--- src/rtl/mc_sequencer.sv ---
// ---------------------------------------------------------------------------
// mc_sequencer
//
// Multicycle control sequencer for the TiniSOC core. It steps one instruction
// at a time through FETCH -> LATCH -> EXEC -> (MEM) -> WB. The FETCH and MEM
// states wait on memory ready signals and have optional timeouts. Halts are
// taken only at instruction boundaries. A wrapping counter tracks the number
// of retired instructions.
//
// Handshake: IM_enable/IM_read (and DM_enable with DM_read/DM_write) stay
// asserted for as long as the sequencer is in FETCH (MEM). The access
// completes on the first rising edge at which IM_ready (DM_ready) is 1.
// There is no separate acceptance phase. Ready is ignored in all other
// states.
//
// Ports:
//   clock            rising-edge system clock
//   reset            asynchronous, active-low reset
//   mem_read         decoded load (sampled in EXEC)
//   mem_write        decoded store (sampled in EXEC)
//   IM_ready         instruction memory data valid
//   DM_ready         data memory access complete
//   halt_req         halt request, honoured at instruction boundaries
//   enable_fetch     latch IR (LATCH)
//   enable_pc        advance PC (LATCH)
//   enable_execute   ALU/operand stage strobe (EXEC)
//   enable_writeback register file write strobe (WB)
//   IM_enable/IM_read/IM_write  instruction memory controls (IM_write = 0)
//   DM_enable/DM_read/DM_write  data memory controls (MEM)
//   halted           sequencer is in HALT
//   error            sticky timeout / illegal-op error (ERR)
//   state            current state encoding, for debug
//   retired          completed-instruction count, wraps
// ---------------------------------------------------------------------------
module mc_sequencer #(
  parameter int IM_WAIT_MAX      = 8,
  parameter int DM_WAIT_MAX      = 8,
  parameter int WAIT_W           = 4,
  parameter int SKIP_WB_ON_STORE = 1,
  parameter int RET_W            = 32
) (
  input  logic             clock,
  input  logic             reset,
  input  logic             mem_read,
  input  logic             mem_write,
  input  logic             IM_ready,
  input  logic             DM_ready,
  input  logic             halt_req,
  output logic             enable_fetch,
  output logic             enable_pc,
  output logic             enable_execute,
  output logic             enable_writeback,
  output logic             IM_enable,
  output logic             IM_read,
  output logic             IM_write,
  output logic             DM_enable,
  output logic             DM_read,
  output logic             DM_write,
  output logic             halted,
  output logic             error,
  output logic [2:0]       state,
  output logic [RET_W-1:0] retired
);

  typedef enum logic [2:0] {
    S_IDLE  = 3'd0,
    S_FETCH = 3'd1,
    S_LATCH = 3'd2,
    S_EXEC  = 3'd3,
    S_MEM   = 3'd4,
    S_WB    = 3'd5,
    S_HALT  = 3'd6,
    S_ERR   = 3'd7
  } state_t;

  // Counter value on the last allowed non-ready cycle. Only used when the
  // matching timeout is enabled (MAX != 0).
  localparam logic [WAIT_W-1:0] IM_LAST = WAIT_W'(IM_WAIT_MAX - 1);
  localparam logic [WAIT_W-1:0] DM_LAST = WAIT_W'(DM_WAIT_MAX - 1);
  localparam bit IM_TO_EN  = (IM_WAIT_MAX != 0);
  localparam bit DM_TO_EN  = (DM_WAIT_MAX != 0);
  localparam bit SKIP_WB   = (SKIP_WB_ON_STORE != 0);

  state_t            st;
  logic [WAIT_W-1:0] wait_cnt;
  // The load/store decision is captured in EXEC. This keeps the DM
  // controls free of any combinational path from the decoder inputs.
  logic              op_read;
  logic              op_write;

  always_ff @(posedge clock or negedge reset) begin
    if (!reset) begin
      st       <= S_IDLE;
      wait_cnt <= '0;
      retired  <= '0;
      op_read  <= 1'b0;
      op_write <= 1'b0;
    end else begin
      case (st)
        S_IDLE: st <= halt_req ? S_HALT : S_FETCH;

        S_FETCH: begin
          if (IM_ready) begin
            st       <= S_LATCH;
            wait_cnt <= '0;
          end else if (IM_TO_EN && (wait_cnt == IM_LAST)) begin
            st       <= S_ERR;
            wait_cnt <= '0;
          end else begin
            wait_cnt <= wait_cnt + 1'b1;
          end
        end

        S_LATCH: st <= S_EXEC;

        S_EXEC: begin
          op_read  <= mem_read;
          op_write <= mem_write;
          if (mem_read && mem_write)      st <= S_ERR;
          else if (mem_read || mem_write) st <= S_MEM;
          else                            st <= S_WB;
        end

        S_MEM: begin
          if (DM_ready) begin
            wait_cnt <= '0;
            if (op_write && SKIP_WB) begin
              // A store that skips WB retires here, so this edge is also
              // an instruction boundary for halt sampling.
              retired <= retired + 1'b1;
              st      <= halt_req ? S_HALT : S_FETCH;
            end else begin
              st <= S_WB;
            end
          end else if (DM_TO_EN && (wait_cnt == DM_LAST)) begin
            st       <= S_ERR;
            wait_cnt <= '0;
          end else begin
            wait_cnt <= wait_cnt + 1'b1;
          end
        end

        S_WB: begin
          retired <= retired + 1'b1;
          st      <= halt_req ? S_HALT : S_FETCH;
        end

        S_HALT: if (!halt_req) st <= S_FETCH;

        S_ERR: st <= S_ERR;

        default: st <= S_ERR;
      endcase
    end
  end

  // Moore decode: depends only on the state register and the operation
  // bits captured in EXEC.
  always_comb begin
    enable_fetch     = 1'b0;
    enable_pc        = 1'b0;
    enable_execute   = 1'b0;
    enable_writeback = 1'b0;
    IM_enable        = 1'b0;
    IM_read          = 1'b0;
    DM_enable        = 1'b0;
    DM_read          = 1'b0;
    DM_write         = 1'b0;
    halted           = 1'b0;
    error            = 1'b0;
    case (st)
      S_FETCH: begin
        IM_enable = 1'b1;
        IM_read   = 1'b1;
      end
      S_LATCH: begin
        enable_fetch = 1'b1;
        enable_pc    = 1'b1;
      end
      S_EXEC:  enable_execute   = 1'b1;
      S_MEM: begin
        DM_enable = 1'b1;
        DM_read   = op_read;
        DM_write  = op_write;
      end
      S_WB:    enable_writeback = 1'b1;
      S_HALT:  halted           = 1'b1;
      S_ERR:   error            = 1'b1;
      default: ;
    endcase
  end

  assign IM_write = 1'b0;
  assign state    = st;

endmodule

--- config.mk ---
export PLATFORM = sky130hd
export DESIGN_NAME = mc_sequencer
export DESIGN_NICKNAME = d
export VERILOG_FILES = /design/src/rtl/mc_sequencer.sv
export SDC_FILE = /design/constraint.sdc
export NUM_CORES = 1
export LEC_CHECK = 0
export BUFFER_PORTS_ARGS = -buffer_cell sky130_fd_sc_hd__buf_4
export CAP_MARGIN = 20
export CORE_MARGIN = 3
export CORE_UTILIZATION = 30
export DETAILED_ROUTE_END_ITERATION = 12
export PLACE_DENSITY = 0.57
export SLEW_MARGIN = 20
export SYNTH_ARGS = -nofsm -noshare
export SYNTH_HDL_FRONTEND = slang
export SYNTH_SLANG_ARGS = --single-unit
--- constraint.sdc ---
create_clock -name clock -period 4.87 [get_ports clock]
set_input_delay 0.2435 -clock clock [delete_from_list [all_inputs] [get_ports clock]]
set_output_delay 0.2435 -clock clock [all_outputs]
set_load 0.03 [all_outputs]
==> impl_metrics.json <==
{
  "yosysTopAreaCell": "dfrtp_1",
  "min_period_ps": 2307,
  "grt_pass1_vias": 1724,
  "antenna_found_initial": 0,
  "fp.dieW_um": 91.39,
  "hold_violations": 0,
  "synthArstFlopShare_pct": 100.0,
  "cts.sinks": 41,
  "finalWirelength_mm": 4.953,
  "cts_buffers": 5,
  "crit_type": "reg2reg",
  "drv_slew": 0,
  "synthFlopType": "dfrtp_1",
  "synth_common_cells": "dfrtp_1 (41), nand2_1 (23), xor2_1 (18)",
  "synth_cell_types": 41,
  "syn-num-nets": 229,
  "clk_latency_ps": 290,
  "grt_start_max_net_pins": 42,
  "finalCritPeriodShare_pct": 47.38,
  "wl_per_cell_um": 13.53,
  "hold_class": "in2reg",
  "drive_gt1_share_pct": 25.56,
  "finClkSkew_ps": 4.274,
  "power.leakage_nw": 1.300,
  "dpl.hpwl_mm": 3.554,
  "ir_worst_vdd_uv": 237.0,
  "tightestPinTransition_ps": 832.5,
  "synth_top_area_share_pct": 46.91,
  "start_kind": "register",
  "die_area_um2": 8351,
  "place.gp.congestion": 0.7931,
  "final_cells": 366,
  "cap_violations": 0,
  "seq_area_frac_synth_pct": 46.91,
  "path_clk_slew_ps": 80,
  "critical_path_peak_fanout": 22,
  "cts_max_path_buffers": 2,
  "cts_tree": "yes",
  "synth_edf_count": 0,
  "ant_nets": 0,
  "setup-tns-final_ps": 0,
  "vias": 1771,
  "area_delta_synth_final_pct": 25.17,
  "yosysMostFrequentCell": "dfrtp_1",
  "powerDensity_nw_per_um2": 439.0,
  "required_ps": 5050,
  "crit_arrival_ps": 2490,
  "clock.fmax_ghz": 0.4334,
  "grtUsageTotal_pct": 12.58,
  "synth.area.top_cells": "dfrtp_1 (47%), xor2_1 (7.2%), xnor2_1 (4.8%), nand2_1 (3.9%), nand4_1 (2.6%)",
  "slew-limit-headroom_pct": 44.08,
  "r2r_setup_slack_ps": 2560,
  "ys_seq_elements": 41,
  "rsz0062_at_grt": "no",
  "first_pass_iters": 4,
  "insertedDiodeCount": 0,
  "setup_violations": 0,
  "grt_pass1_wl_mm": 8.638,
  "port_buffers": 52,
  "status": "completed",
  "grt.overflow.total": 0,
  "synthesis.area_um2": 2187,
  "core_area_um2": 6944,
  "via_per_inst": 4.839,
  "worst_setup_path_end_kind": "register",
  "syn_avg_cell_area_um2": 9.987,
  "synth_warnings": 0,
  "fin_nets": 279,
  "die_h_um": 91.39,
  "io_pins": 54,
  "root_buffer": "clkbuf_8",
  "initial_core_util_pct": 31.50,
  "num_rows": 30,
  "drc_errors": 0,
  "fillers": 723,
  "htreeDepth": 2,
  "postSynthCellCount": 219,
  "dp.cells": 357,
  "drt-initial-drc-count": 51
}
[report_power, final]
group | total (mW) | internal, mW | switching, mW
registers | 0.500 | 0.396 | 0.104
logic | 0.478 | 0.200 | 0.279
clock network | 0.224 | 0.0991 | 0.124
[layout make-up]
type	count	area (um^2)	share of cell area, %
multi-input combinational	166	1097	40.08
clock inverter	3	17.52	0.6399
inverter	2	7.507	0.2742
clock buffer	5	68.82	2.514
sequential	41	1026	37.48
tap	96	120.1	4.388
timing repair buffer	53	400.4	14.63
[metal layers]
layer  vias up  wire length, um  global-route usage, %
li1        886                -                      -
met1       834             2449                  17.62
met2        47             2248                  18.99
met3         4              195                  2.817
met4         0               59                  4.397
met5         -                0                      0
[layout by cell type, fill, tap and decap left out, drive strengths merged, types with 2 or more instances in the layout]
master	n
o21ai	4
xnor2	13
and4	2
nor3	8
nor2b	2
and3b	2
and3	6
a22o	2
o311ai	2
xor2	18
dfrtp	41
nand3b	3
a21oi	7
mux2	4
nand2	23
inv	2
nor4	8
nor2	15
clkinv	2
ha	3
nand3	9
and2	4
nand2b	4
nor3b	4
nand4	9
buf	52
or4	5
clkbuf	5
[what timing repair did]
item / 4_1_cts / 5_1_grt
hold buffers: 1 / 0
gates resized for setup: 0 / 0
hold endpoints to repair: 41 / 0
setup buffers: 0 / 0
[logic make-up after synthesis]
kind of cell	synth area share, %
simple gates	26.54
flops	46.91
xor+xnor	12.76
compound gates	6.466
buf+inv	2.918
mux	2.517
fa+ha+maj	1.716
other cells	0.1715
[final timing paths]
check                            start     endpoint  cells past startpoint
setup reg to reg              state[1]  retired[29]                      4
hold / removal                mem_read      op_read                      2
setup / recovery              state[1]  retired[29]                      4
max in group asynchronous        reset  wait_cnt[0]                      2
hold reg to reg            retired[31]  retired[31]                      1
min in group asynchronous        reset  retired[11]                      2
[critical path, cell delays in order (launching register included)]
cell      delay (ps)
dfrtp_1          610
nand2b_1         290
or4_4            620
or4_4            550
xnor2_2          140
[flip-flops by register name, indices dropped and copies added, names as in the netlist]
signal and cells:
retired 32, op_read 1, op_write 1, state 3, wait_cnt 4
[per-stage QoR]
stage	utilization [%]	cell area, um^2	hold WS (ps)	setup WS [ps]	power [mW]
after floorplan	-	2187	-52.09	2396	0.8265
after global placement	38.04	2641	261.2	2608	0.9858
after detailed placement	38.04	2641	267.7	2576	0.9871
after CTS	39.42	2738	189.6	2571	1.215
after global routing	39.42	2738	189.5	2459	1.281
final	39.42	2738	195.4	2563	1.202
(Power assumes the default switching activity.)
